**src/rtl/out_collector_pkg.sv**
```systemverilog
// Shared sizing defaults for the systolic-array stream-out path, plus a width helper
// that stays legal when a dimension collapses to one.
package out_collector_pkg;

   localparam int OC_OUT_WIDTH = 16;
   localparam int OC_ROWS      = 4;
   localparam int OC_COLS      = 4;
   localparam int OC_DEPTH     = 8;

   function automatic int bits_for(input int n);
      return (n > 1) ? $clog2(n) : 1;
   endfunction

endpackage

```
**src/rtl/out_collector_skew_delay.sv**
```systemverilog
// N-stage shift register used to re-align one array column; N=0 degenerates to a wire
// so the last column can share the same instantiation pattern.
module out_collector_skew_delay #(
   parameter int W = 17,
   parameter int N = 0
) (
   input  logic         clk,
   input  logic         rst,
   input  logic [W-1:0] din,
   output logic [W-1:0] dout
);

   if (N == 0) begin : g_wire
      logic unused_clk_rst;
      assign unused_clk_rst = clk ^ rst;
      assign dout = din;
   end else begin : g_pipe
      logic [W-1:0] stage [N];

      always_ff @(posedge clk) begin
         if (rst) begin
            for (int i = 0; i < N; i++) begin
               stage[i] <= '0;
            end
         end else begin
            stage[0] <= din;
            for (int i = 1; i < N; i++) begin
               stage[i] <= stage[i-1];
            end
         end
      end

      assign dout = stage[N-1];
   end

endmodule

```
**src/rtl/out_collector.sv**
```systemverilog
// Stream-out collector: deskews the staggered column outputs of the array into whole rows,
// buffers them in a small row FIFO and hands them to writeback over valid/ready.
module out_collector
   import out_collector_pkg::*;
#(
   parameter int OUT_WIDTH = OC_OUT_WIDTH,
   parameter int ROWS      = OC_ROWS,
   parameter int COLS      = OC_COLS,
   parameter int DEPTH     = OC_DEPTH
) (
   input  logic                      clk,
   input  logic                      rst,
   input  logic [COLS-1:0]           col_valid,
   input  logic [COLS*OUT_WIDTH-1:0] col_data,
   output logic                      tile_room,
   output logic                      out_valid,
   input  logic                      out_ready,
   output logic [COLS*OUT_WIDTH-1:0] out_data,
   output logic [bits_for(ROWS)-1:0] out_row,
   output logic                      out_last,
   output logic                      err_overflow,
   output logic                      err_skew
);

   localparam int DW = COLS * OUT_WIDTH;
   localparam int RW = bits_for(ROWS);
   localparam int PW = $clog2(DEPTH);
   localparam int CW = $clog2(DEPTH) + 1;
   localparam logic [CW-1:0] DEPTH_C  = CW'(DEPTH);
   localparam logic [CW-1:0] ROWS_C   = CW'(ROWS);
   localparam logic [RW-1:0] LAST_ROW = RW'(ROWS - 1);

   logic [COLS-1:0] dly_valid;
   logic [DW-1:0]   dly_data;

   // Earlier columns fire first, so column c waits COLS-1-c cycles for the last one.
   for (genvar c = 0; c < COLS; c++) begin : g_col
      logic [OUT_WIDTH:0] tap;

      out_collector_skew_delay #(
         .W(OUT_WIDTH + 1),
         .N(COLS - 1 - c)
      ) u_delay (
         .clk (clk),
         .rst (rst),
         .din ({col_valid[c], col_data[c*OUT_WIDTH +: OUT_WIDTH]}),
         .dout(tap)
      );

      assign dly_valid[c]                        = tap[OUT_WIDTH];
      assign dly_data[c*OUT_WIDTH +: OUT_WIDTH]  = tap[OUT_WIDTH-1:0];
   end

   logic          row_valid;
   logic          row_skew;
   logic          full;
   logic          push;
   logic          pop;
   logic          overflow;
   logic [PW-1:0] wr_ptr;
   logic [PW-1:0] rd_ptr;
   logic [CW-1:0] count;
   logic [CW-1:0] count_next;
   logic [RW-1:0] wr_row;
   logic [DW-1:0] mem_data [DEPTH];
   logic [RW-1:0] mem_row  [DEPTH];

   // A partially valid aligned row means the producer skew is broken; it is never stored.
   assign row_valid = &dly_valid;
   assign row_skew  = (|dly_valid) && !row_valid;
   assign full      = (count == DEPTH_C);
   assign pop       = out_valid && out_ready;
   assign push      = row_valid && (!full || pop);
   assign overflow  = row_valid && full && !pop;

   always_comb begin
      count_next = count;
      case ({push, pop})
         2'b10:   count_next = count + CW'(1);
         2'b01:   count_next = count - CW'(1);
         default: count_next = count;
      endcase
   end

   always_ff @(posedge clk) begin
      if (rst) begin
         wr_ptr       <= '0;
         rd_ptr       <= '0;
         count        <= '0;
         wr_row       <= '0;
         tile_room    <= 1'b1;
         err_overflow <= 1'b0;
         err_skew     <= 1'b0;
      end else begin
         if (push) begin
            wr_ptr <= wr_ptr + PW'(1);
            wr_row <= (wr_row == LAST_ROW) ? '0 : wr_row + RW'(1);
         end
         if (pop) begin
            rd_ptr <= rd_ptr + PW'(1);
         end
         count     <= count_next;
         tile_room <= (DEPTH_C - count_next) >= ROWS_C;
         if (overflow) begin
            err_overflow <= 1'b1;
         end
         if (row_skew) begin
            err_skew <= 1'b1;
         end
      end
   end

   always_ff @(posedge clk) begin
      if (push && !rst) begin
         mem_data[wr_ptr] <= dly_data;
         mem_row[wr_ptr]  <= wr_row;
      end
   end

   // Head is read straight from storage; an empty FIFO presents zeros rather than stale rows.
   assign out_valid = (count != '0);
   assign out_data  = out_valid ? mem_data[rd_ptr] : '0;
   assign out_row   = out_valid ? mem_row[rd_ptr] : '0;
   assign out_last  = out_valid && (mem_row[rd_ptr] == LAST_ROW);

endmodule

```
**config.mk**
```make
export PLATFORM = sky130hd
export DESIGN_NAME = out_collector
export DESIGN_NICKNAME = d
export VERILOG_FILES = /design/src/rtl/out_collector_pkg.sv /design/src/rtl/out_collector_skew_delay.sv /design/src/rtl/out_collector.sv
export SDC_FILE = /design/constraint.sdc
export NUM_CORES = 1
export LEC_CHECK = 0
export CORE_ASPECT_RATIO = 0.7
export CORE_MARGIN = 3
export CORE_UTILIZATION = 51
export CTS_CLUSTER_DIAMETER = 200
export CTS_CLUSTER_SIZE = 10
export DETAILED_ROUTE_END_ITERATION = 10
export PLACE_DENSITY = 0.82
export SYNTH_ARGS = -nofsm -noshare
export SYNTH_HDL_FRONTEND = slang
export SYNTH_HIERARCHICAL = 1
export SYNTH_SLANG_ARGS = --single-unit
```
**constraint.sdc**
```tcl
create_clock -name clk -period 7.35 [get_ports clk]
set_input_delay 0.735 -clock clk [delete_from_list [all_inputs] [get_ports clk]]
set_output_delay 0.735 -clock clk [all_outputs]
set_load 0.005 [all_outputs]
```
==> results.md <==
- Status: finished, final reports clean
- Max-slew violations: 0
- CTS tree: built
- First-pass GRT wire length: 72600 um
- Clk buf depth: 3
- Clock-pin transition on the worst setup and hold timing paths: 50 ps
- Hold path cells: 1
- Final net count: 1419
- Final WL: 46700 um
- I/O pin count: 142
- Synth Cell Area: 24000 sq um
- Die area: 49800 sq um
- Post-synth top area share: 66.0%
- Die height: 188 um
- Share of cells above drive strength 1: 18.5%
- Post-synth cell types: 41
- Finish-stage setup viols: 0
- Clk sinks: 648
- Port Buffer Count: 141
- CTS Buf Count: 74
- Starting Density: 52.5%
- Largest net degree at the start of global routing: 98
- Critical setup path kind: flop to primary output
- Vias: 11300
- GR Util All Layers: 19.3%
- Layout area overhead: 16.2%
- FILL cells: 3138
- PostCTS Resize Cnt: 0
- CP arrival: 3770 ps
- Drt via density: 5.63
- Routed WL per cell: 23.3 um
- Commonest register cell after synthesis: edfxtp_1
- Area contributors post-synth: edfxtp_1 66%, mux4_2 12%, dfxtp_1 10%, mux2i_1 2.7%, nor2b_1 2.5%
- Synthesis Warnings: 6
- Period minus WS final: 4510 ps
- Pwr Density: 270 nW/um^2
- Fin util: 61.0%
- Asr flop ratio synth: 0%
- Hold Path Class: flop to flop
- Fmax: 0.222 GHz
- Design area: 27900 sq um
- Post-synth EDFFs: 528
- Clock insertion delay at the later pin of the skew report: 590 ps
- Root Driver: clkbuf_16
- Syn_nets: 1292
- RePlAce Congestion: 0.703
- CP required: 6610 ps
- CP max FO: 97
- Setup TNS: 0 ps
- Hpwl dp: 24800 um
- Top cell type by total area after synthesis: edfxtp_1
- Synth Instances: 1217
- RSZ-0062 raised after global routing: false
- Crit path cell chain: buf_12, mux4_2, mux2i_1, nor2_1, clkdlybuf4s50_1
- ANT nets after route: 0
- CP peak stage delay: 820 ps
- Flip-flop and latch count after synthesis: 648
- Max_cap viols: 0
- H-Tree Level Count: 3
- Die width: 265 um
- Number of buffers added for setup after CTS: 0
- Critical Path Slowest Stage Cell: dfxtp_4
- Hold WS: 432 ps
- Hold Vio Cnt, Final: 0
- FP Rows: 65
- Drt pass-1 iters: 5
- Vias in the first global route: 11900
- Drt initial violations: 1017
- Core area: 45800 sq um
- Gr ovfl total: 0
- DRC Markers: 0
- Antenna cells: 0
- Syn avg cell area: 19.8 sq um
- Depth of the worst register-to-register path: 5
- CP endpoint kind: primary output
- Fin crit share: 61.3%
- Startpoint Class: flop
- Worst Tran Pin Value: 1140 ps
- Peak VDD IR: 0.000160 V
- Hold-fix buffers at CTS: 0
- Sequential area share after synthesis: 75.9%
- Slew Limit Headroom: 23.7%
- Initial antenna violation count: 0
- Clock skew: 21.0 ps
- Pleak: 8.67 nW
- Post-DP Area: 25800 sq um
[cells in the mapped netlist, types with 4 or more instances]
library cell and number:
nor2_1 86, and2b_2 11, mux4_2 132, nand2_1 15, ha_1 4, xor2_1 4, edfxtp_1 528, nor2b_1 95
buf_4 51, buf_2 20, mux2i_1 65, buf_6 6, nor3_1 6, a21oi_1 9, buf_1 5, dfxtp_1 120
clkbuf_1 28
[path summary, 6_finish.rpt]
path	startpoint	to	slack, ps
worst max-delay path	flop	out_data[26]	2840
worst min-delay path	g_col[1].u_delay/g_pipe.stage[0][4]$_SDFF_PP0_	g_col[1].u_delay/g_pipe.stage[0][21]$_SDFF_PP0_	430
worst max register to register	count[1]$_SDFF_PP0_	mem_data[7][11]$_DFFE_PP_	4320
worst min register to register	g_col[1].u_delay/g_pipe.stage[0][4]$_SDFF_PP0_	g_col[1].u_delay/g_pipe.stage[0][21]$_SDFF_PP0_	430
[where the power goes]
| part | internal (mW) | switching (mW) | total [mW] |
|---|---|---|---|
| Sequential | 3.98 | 0.0330 | 4.01 |
| Clock | 1.95 | 1.35 | 3.30 |
| Combinational | 0.137 | 0.0989 | 0.236 |
[cells in the final DEF, fill, tap and decap left out, types with 2 or more instances in the layout]
cell             synthesis  layout
nor2b_1                 95      95
nor2_1                  86      82
dfxtp_1                120     117
clkinv_8                 0       2
o21ai_0                  2       2
nand2_1                 15      15
xnor2_1                  2       2
or4_1                    2       2
ha_1                     4       4
buf_4                   51      20
a21oi_1                  9       9
xor2_1                   4       4
clkdlybuf4s50_1          0     140
mux4_2                 132     132
dfxtp_4                  0       3
nor3_2                   0       4
clkbuf_1                28      50
mux2i_1                 65      65
nor3_1                   6       2
edfxtp_1               528     528
nor2_4                   0       4
clkbuf_16                0      77
and4_1                   2       2
and2b_2                 11      11
a31oi_1                  3       3
inv_1                    3       3
[cell type report]
cell class,count,area [sq um],area share [%]
multi-input cells,456,5150,18.4
clock inverters,5,65.1,0.233
clock buffers,127,2110,7.57
well taps,603,754,2.70
flip-flops and latches,648,18300,65.4
inverters,3,11.3,0.0403
repair buffers,161,1570,5.62
[through the flow]
stage,cells,setup slack [ps],power (mW)
after detailed placement,1871,3390,4.33
final,2003,2840,7.55
after global placement,1871,3390,4.32
after CTS,2003,2680,7.62
after floorplan,1217,915,4.22
after global routing,2003,2550,7.79
[flip-flops by register name, indices dropped and copies added, names as in the netlist, named ones only]
| signal | cells |
|---|---|
| count | 4 |
| err_overflow | 1 |
| err_skew | 1 |
| g_col.u_delay/g_pipe.stage | 102 |
| mem_data | 512 |
| mem_row | 16 |
| rd_ptr | 3 |
| tile_room | 1 |
| wr_ptr | 3 |
| wr_row | 2 |
[logic make-up after synthesis]
| kind of cell | after synthesis | synth area share, % |
|---|---|---|
| and+or+nand+nor | 225 | 4.94 |
| muxes | 197 | 15.1 |
| xor gates and xnor gates | 6 | 0.219 |
| DFF | 648 | 75.9 |
| AOI/OAI and AO/OA | 24 | 0.760 |
| buffers and inverters | 113 | 2.85 |
| adders and majority gates | 4 | 0.208 |
[critical path, delay by kind of cell (launching register included)]
family	cells	cell delay, ps
muxes	2	1050
DFF	1	820
buffers and inverters	2	1110
and+or+nand+nor	1	100
[routing by layer]
metal,wire length (um),vias to the layer above,GRT usage [%]
li1,-,4946,-
met1,20000,5813,28.2
met2,22600,431,30.2
met3,3120,77,3.65
met4,986,0,5.47
met5,0,-,0
Note: power is estimated with default switching activity, not from simulation.
